File: src/rtl/branch_hazard_ctrl.sv
// branch_hazard_ctrl
// Resolves branches and jumps in EX and drives the PC redirect interface
// (succ / new_addr as a PC-relative offset / flush). Detects ID-vs-EX
// load-use hazards (stall / bubble) and, after a redirect, ignores the
// wrong-path instructions that reach EX for FLUSH_DEPTH cycles.
//
// Optional feature macro: BRANCH_STATS_EN adds taken_count / stall_count.
//
// Ports:
//   clock, reset          rising-edge clock, asynchronous active-high reset
//   ex_valid              EX holds a real instruction
//   ex_is_branch/jal/jalr control-transfer type in EX
//   ex_funct3             branch condition
//   ex_rs1_val/rs2_val    forwarded operands
//   ex_imm, ex_pc         immediate and address of the EX instruction
//   ex_is_load, ex_rd     EX load and its destination
//   id_rs1/rs2, id_uses_* ID source registers and their use flags
//   succ, new_addr        redirect pulse and target offset from ex_pc
//   stall, bubble         load-use hold / NOP insertion pulse
//   flush                 squash IF/ID and ID/EX
//   misalign              taken target not word-aligned
//   taken_count, stall_count (BRANCH_STATS_EN only) event counters
module branch_hazard_ctrl #(
    parameter int unsigned FLUSH_DEPTH = 2,
    parameter int unsigned CNT_W       = 3
) (
    input  logic        clock,
    input  logic        reset,
    input  logic        ex_valid,
    input  logic        ex_is_branch,
    input  logic        ex_is_jal,
    input  logic        ex_is_jalr,
    input  logic [2:0]  ex_funct3,
    input  logic [31:0] ex_rs1_val,
    input  logic [31:0] ex_rs2_val,
    input  logic [31:0] ex_imm,
    input  logic [31:0] ex_pc,
    input  logic        ex_is_load,
    input  logic [4:0]  ex_rd,
    input  logic [4:0]  id_rs1,
    input  logic [4:0]  id_rs2,
    input  logic        id_uses_rs1,
    input  logic        id_uses_rs2,
    output logic        succ,
    output logic [31:0] new_addr,
    output logic        stall,
    output logic        flush,
    output logic        bubble,
    output logic        misalign
`ifdef BRANCH_STATS_EN
    ,
    output logic [31:0] taken_count,
    output logic [31:0] stall_count
`endif
);

    localparam int unsigned XLEN = 32;

    typedef enum logic {
        RUN    = 1'b0,
        SQUASH = 1'b1
    } state_t;

    state_t            state_q, state_d;
    logic [CNT_W-1:0]  cnt_q, cnt_d;
    logic              succ_q, succ_d;
    logic [XLEN-1:0]   new_addr_q, new_addr_d;
    logic              stall_q, stall_d;
    logic              flush_q, flush_d;
    logic              bubble_q, bubble_d;
    logic              misalign_q, misalign_d;

    logic              cond_c;
    logic              take_c;
    logic              load_use_c;
    logic [XLEN-1:0]   jalr_sum_c;
    logic [XLEN-1:0]   target_c;
    logic [XLEN-1:0]   offset_c;

    // Branch condition evaluation
    always_comb begin
        cond_c = 1'b0;
        case (ex_funct3)
            3'b000:  cond_c = (ex_rs1_val == ex_rs2_val);
            3'b001:  cond_c = (ex_rs1_val != ex_rs2_val);
            3'b100:  cond_c = ($signed(ex_rs1_val) <  $signed(ex_rs2_val));
            3'b101:  cond_c = ($signed(ex_rs1_val) >= $signed(ex_rs2_val));
            3'b110:  cond_c = (ex_rs1_val <  ex_rs2_val);
            3'b111:  cond_c = (ex_rs1_val >= ex_rs2_val);
            default: cond_c = 1'b0;
        endcase
    end

    // Target / offset and hazard detection
    always_comb begin
        jalr_sum_c = ex_rs1_val + ex_imm;
        target_c   = ex_is_jalr ? {jalr_sum_c[XLEN-1:1], 1'b0} : (ex_pc + ex_imm);
        offset_c   = target_c - ex_pc;
        take_c     = ex_valid & (ex_is_jal | ex_is_jalr | (ex_is_branch & cond_c));
        load_use_c = ex_valid & ex_is_load & (ex_rd != 5'd0)
                   & ((id_uses_rs1 & (id_rs1 == ex_rd)) | (id_uses_rs2 & (id_rs2 == ex_rd)));
    end

    // Next-state and output decision
    always_comb begin
        state_d    = state_q;
        cnt_d      = cnt_q;
        succ_d     = 1'b0;
        new_addr_d = '0;
        stall_d    = 1'b0;
        flush_d    = 1'b0;
        bubble_d   = 1'b0;
        misalign_d = 1'b0;

        case (state_q)
            RUN: begin
                if (take_c && !target_c[1]) begin
                    succ_d     = 1'b1;
                    new_addr_d = offset_c;
                    flush_d    = 1'b1;
                    cnt_d      = CNT_W'(FLUSH_DEPTH);
                    state_d    = SQUASH;
                end else if (take_c) begin
                    misalign_d = 1'b1;
                end else if (load_use_c) begin
                    stall_d  = 1'b1;
                    bubble_d = 1'b1;
                end
            end
            SQUASH: begin
                // EX is wrong-path here; flush was already issued with succ
                cnt_d = cnt_q - CNT_W'(1);
                if (cnt_q == CNT_W'(1)) begin
                    state_d = RUN;
                end
            end
            default: begin
                state_d = RUN;
                cnt_d   = '0;
            end
        endcase
    end

    // State and output registers
    always_ff @(posedge clock or posedge reset) begin
        if (reset) begin
            state_q    <= RUN;
            cnt_q      <= '0;
            succ_q     <= 1'b0;
            new_addr_q <= '0;
            stall_q    <= 1'b0;
            flush_q    <= 1'b0;
            bubble_q   <= 1'b0;
            misalign_q <= 1'b0;
        end else begin
            state_q    <= state_d;
            cnt_q      <= cnt_d;
            succ_q     <= succ_d;
            new_addr_q <= new_addr_d;
            stall_q    <= stall_d;
            flush_q    <= flush_d;
            bubble_q   <= bubble_d;
            misalign_q <= misalign_d;
        end
    end

    assign succ     = succ_q;
    assign new_addr = new_addr_q;
    assign stall    = stall_q;
    assign flush    = flush_q;
    assign bubble   = bubble_q;
    assign misalign = misalign_q;

`ifdef BRANCH_STATS_EN
    logic [XLEN-1:0] taken_count_q, stall_count_q;

    // Counters step together with the pulse they count (wrap naturally)
    always_ff @(posedge clock or posedge reset) begin
        if (reset) begin
            taken_count_q <= '0;
            stall_count_q <= '0;
        end else begin
            taken_count_q <= taken_count_q + XLEN'(succ_d);
            stall_count_q <= stall_count_q + XLEN'(stall_d);
        end
    end

    assign taken_count = taken_count_q;
    assign stall_count = stall_count_q;
`endif

endmodule

File: config.mk
export PLATFORM = sky130hd
export DESIGN_NAME = branch_hazard_ctrl
export DESIGN_NICKNAME = d
export VERILOG_FILES = /design/src/rtl/branch_hazard_ctrl.sv
export SDC_FILE = /design/constraint.sdc
export NUM_CORES = 1
export LEC_CHECK = 0
export ABC_CLOCK_PERIOD_IN_PS = 2600
export CORE_MARGIN = 2
export CORE_UTILIZATION = 60
export DETAILED_ROUTE_END_ITERATION = 12
export DONT_BUFFER_PORTS = 1
export GPL_TIMING_DRIVEN = 0
export PLACE_DENSITY_LB_ADDON = 0.2
export SLEW_MARGIN = 20
export SYNTH_ARGS = -nofsm -noshare
export SYNTH_HDL_FRONTEND = slang
export SYNTH_SLANG_ARGS = --single-unit
File: constraint.sdc
create_clock -name clock -period 2.6 [get_ports clock]
set_input_delay 0.39 -clock clock [delete_from_list [all_inputs] [get_ports clock]]
set_output_delay 0.39 -clock clock [all_outputs]
set_load 0.1 [all_outputs]
==> reports/results.tsv <==
stage	metric	value	unit
synth	synth_top_area_frac	0.218	
floorplan	ioPinCount	192	
final_layout	drive_above_1_share	0.265	
sta	final_hold_viol_count	0	
flow_run	cap_violations	0	
synth	synth_top_family_by_area	compound AO/OA/AOI/OAI gates	
synth	synth_compound_gate_area_share	0.278	
synth	synth_warnings	0	
cts	worstSkewPairLatency	0.28	ns
global_routing	antenna_found_initial	0	
critical_path	cp_data_required_time	2.76	ns
floorplan	core	0.0116	mm2
sta	maxSlewViolCount	0	
floorplan	die_y	113	um
cts	clk_pin_slew_worst_paths	0.05	ns
cts	root_buffer	clkbuf_16	
global_routing	grt_remaining_overflow	0	
sta	post-route-period-util	1.66	
power	pwr_density_cell	554	mW/mm2
route	via_per_inst	6.71	
route	vias	7934	
power	p_sw	2570	uW
placed_design	port_buffers	0	
critical_path	criticalPathCategory	in -> reg	
cts	clock-sinks	39	
placed_design	dp.cells	1104	
synth	yosys-top-cells-area	ha_1 (22%), dfrtp_1 (14%), a21oi_1 (6.6%), inv_1 (5.2%), a21o_1 (4.9%)	
floorplan	start_util	0.621	
power	p_leak	0.00432	uW
final_layout	instances_no_fill	1182	
outcome	violations	design-rule violations, negative setup slack	
route	wl	24700	um
placed_design	place.gp.congestion	0.945	
synth	ys_types	58	
power	power_frac_clock	0.117	
critical_path	cp-end-kind	flip-flop	
synth	synth_edf_count	0	
power	vdd_ir_drop_max	0.000327	V
route	drc_errors	1	
route	ant_nets	0	
route	drt_iter0_markers	880	
sta	rsz0062_at_grt	true	
synth	syn_inst	961	
sta	worst_slew_pin_slew	0.915	ns
final_layout	diodes	0	
synth	yosys_register_bits	39	
final_layout	utilization	0.804	
critical_path	crit_path_start_kind	input pin	
route	routedWlPerCell	20.9	um
placed_design	dp_hpwl	17000	um
critical_path	crit_fanout	4	
global_routing	grt_pass1_wl	36500	um
synth	async_flop_share	1.00	
power	p_sw_frac	0.499	
route	first_pass_iters	11	
global_routing	grt_max_degree	40	
sta	finalSetupViolations	39	
synth	synth_xor_area_frac	0.0903	
cts	clock_path_buffers	2	
floorplan	num_rows	39	
global_routing	grt.total_usage	0.349	
outcome	run_status	finished with violations	
sta	fmax	0.231	GHz
cts	h-tree-depth	2	
critical_path	worst_ep_arrival_time	4.49	ns
final_layout	num-nets-final	1322	
floorplan	die_w	113	um
sta	period_minus_slack	4.33	ns
floorplan	dieArea	0.0129	mm2
synth	syn-num-nets	1244	
synth	avgSynthCellArea	7.47	um2
synth	ys_seq_area_frac	0.136	
power	pwr-share-comb	0.642	
synth	ys.flop_type	dfrtp_1	
sta	slew_headroom	0.390	
synth	synth_area	0.00718	mm2
final_layout	area_growth	29.5	%
min_path	hold_path_class	in -> async	
synth	synthMuxAreaShare	0.0129	
global_routing	grt_pass1_vias	7359	
sta	fin_ws	-1.73	ns
cts	cts_buffers	5	
power	p_seq_frac	0.241	
synth	synthSimpleGateAreaFrac	0.193	
power	internal_power	2580	uW
cts	cts_tree	done	
synth	yosys.area.top_type	ha_1	
synth	synthAdderAreaFrac	0.226	
sta	fin_skew	0.00406	ns
path summary, 6_finish.rpt:
check                                   start      endpoint  slack (ns)  depth (start not counted)
worst max-delay path            ex_rs1_val[1]  new_addr[31]       -1.73                         23
min in group clock                id_uses_rs1        bubble        0.27                          2
worst min-delay path                    reset         flush        0.12                          1
worst min register to register       cnt_q[1]      cnt_q[1]        0.58                          2
worst max register to register        state_q  new_addr[26]        0.75                          5
max in group asynchronous               reset   new_addr[2]        2.00                          1
worst max-delay path, stage by stage:
cell	delay (ns)
inv_8	0.01
fa_2	0.41
nor2b_4	0.12
o21ai_2	0.08
a21oi_2	0.16
o21a_1	0.17
o2111ai_2	0.15
a21boi_2	0.22
a31oi_1	0.13
o21ai_1	0.19
xnor2_1	0.18
a21oi_1	0.11
ha_1	0.32
and3_4	0.23
a31oi_1	0.10
o21ai_1	0.13
a21o_1	0.16
a211oi_2	0.08
a211oi_2	0.32
nor3_2	0.09
or4_4	0.45
a211oi_2	0.21
nor3b_2	0.07
what timing repair did:
item,4_1_cts,5_1_grt
cloned,2,0
hold buffers,0,0
pin swaps,94,33
endpoints found under the hold margin,0,0
setup endpoints to repair,39,39
resized for setup,125,47
setup buffers,60,15
cells in the final DEF (no fill, tap or decap), drive strengths merged, types with 9 or more instances in the layout:
cell type and count:
nor2 75, o21bai 13, a21o 47, nand4 9, a31oi 17, a21oi 94, a211oi 11, xor2 38
dfrtp 39, nand3 27, xnor2 36, and3 15, clkbuf 13, buf 78, inv 100, nand2b 11
nor2b 15, ha 125, nand2 67, o21ai 68, nor3 24, o21a 10
layout make-up:
class / instances / area (um2)
Clock buffer: 6 / 139
Sequential cell: 39 / 976
Buffer: 12 / 76.3
Timing Repair Buffer: 73 / 656
Tap cell: 143 / 179
Multi-Input combinational cell: 808 / 6840
Fill cell: 756 / 2270
Inverter: 100 / 423
Clock inverter: 1 / 5.00
stage by stage:
step	setup TNS (ns)	setup WS [ns]	total power, uW	hold slack [ns]	instance area, um2
final	-35.38	-1.73	5150	0.124	9290
after global routing	-39.84	-1.92	5400	0.201	9290
after CTS	-30.17	-1.48	4680	0.151	9050
after detailed placement	-46.43	-2.02	3500	0.442	7820
after global placement	-44.14	-1.98	3460	0.484	7820
after floorplan	-26.96	-1.54	3100	0.466	7640
metal layers:
| metal | global-route usage | up-vias | wire (um) |
|---|---|---|---|
| met3 | 0.0537 | 103 | 2590 |
| met5 | 0 | - | 0 |
| met1 | 0.464 | 3625 | 10000 |
| li1 | - | 3640 | - |
| met4 | 0.114 | 0 | 1010 |
| met2 | 0.584 | 566 | 11100 |
registers in the layout, summed over array words and instances (netlist names):
signal / cells
bubble: 1
flush: 1
state_q: 1
cnt_q: 3
misalign: 1
new_addr: 32
synth_stat cells (5+ instances only):
library cell  instances
inv_1               100
o21ai_0              68
a2111oi_0             5
dfrtp_1              39
nand3_1              25
o21bai_1             13
a211oi_1             11
o21a_1               10
or3_1                 8
and2_1                7
a21boi_0              8
ha_1                125
nand2b_1             11
nor2_1               75
a21oi_1              94
nor3_1               24
xnor2_1              36
o31ai_1               7
and3_1               14
nor2b_1              15
a21o_1               47
clkbuf_1              8
nor4_1                5
a31oi_1              17
mux2i_1               7
nand4_1               9
nand2_1              67
xor2_1               38
power by group through the flow:
stage | Clock (uW) | Sequential [uW] | Combinational, uW
after floorplan | 0 | 1230 | 1870
after global placement | 0 | 1250 | 2220
after detailed placement | 0 | 1250 | 2250
after CTS | 597 | 1240 | 2850
after global routing | 627 | 1250 | 3520
final | 601 | 1240 | 3310
kinds of logic after synthesis:
| group | count (synthesis) |
|---|---|
| compound gates | 316 |
| simple gates | 281 |
| mux | 9 |
| buf+inv | 114 |
| xor+xnor | 74 |
| flops | 39 |
| fa+ha+maj | 128 |
Power figures use the tool's default switching activity.
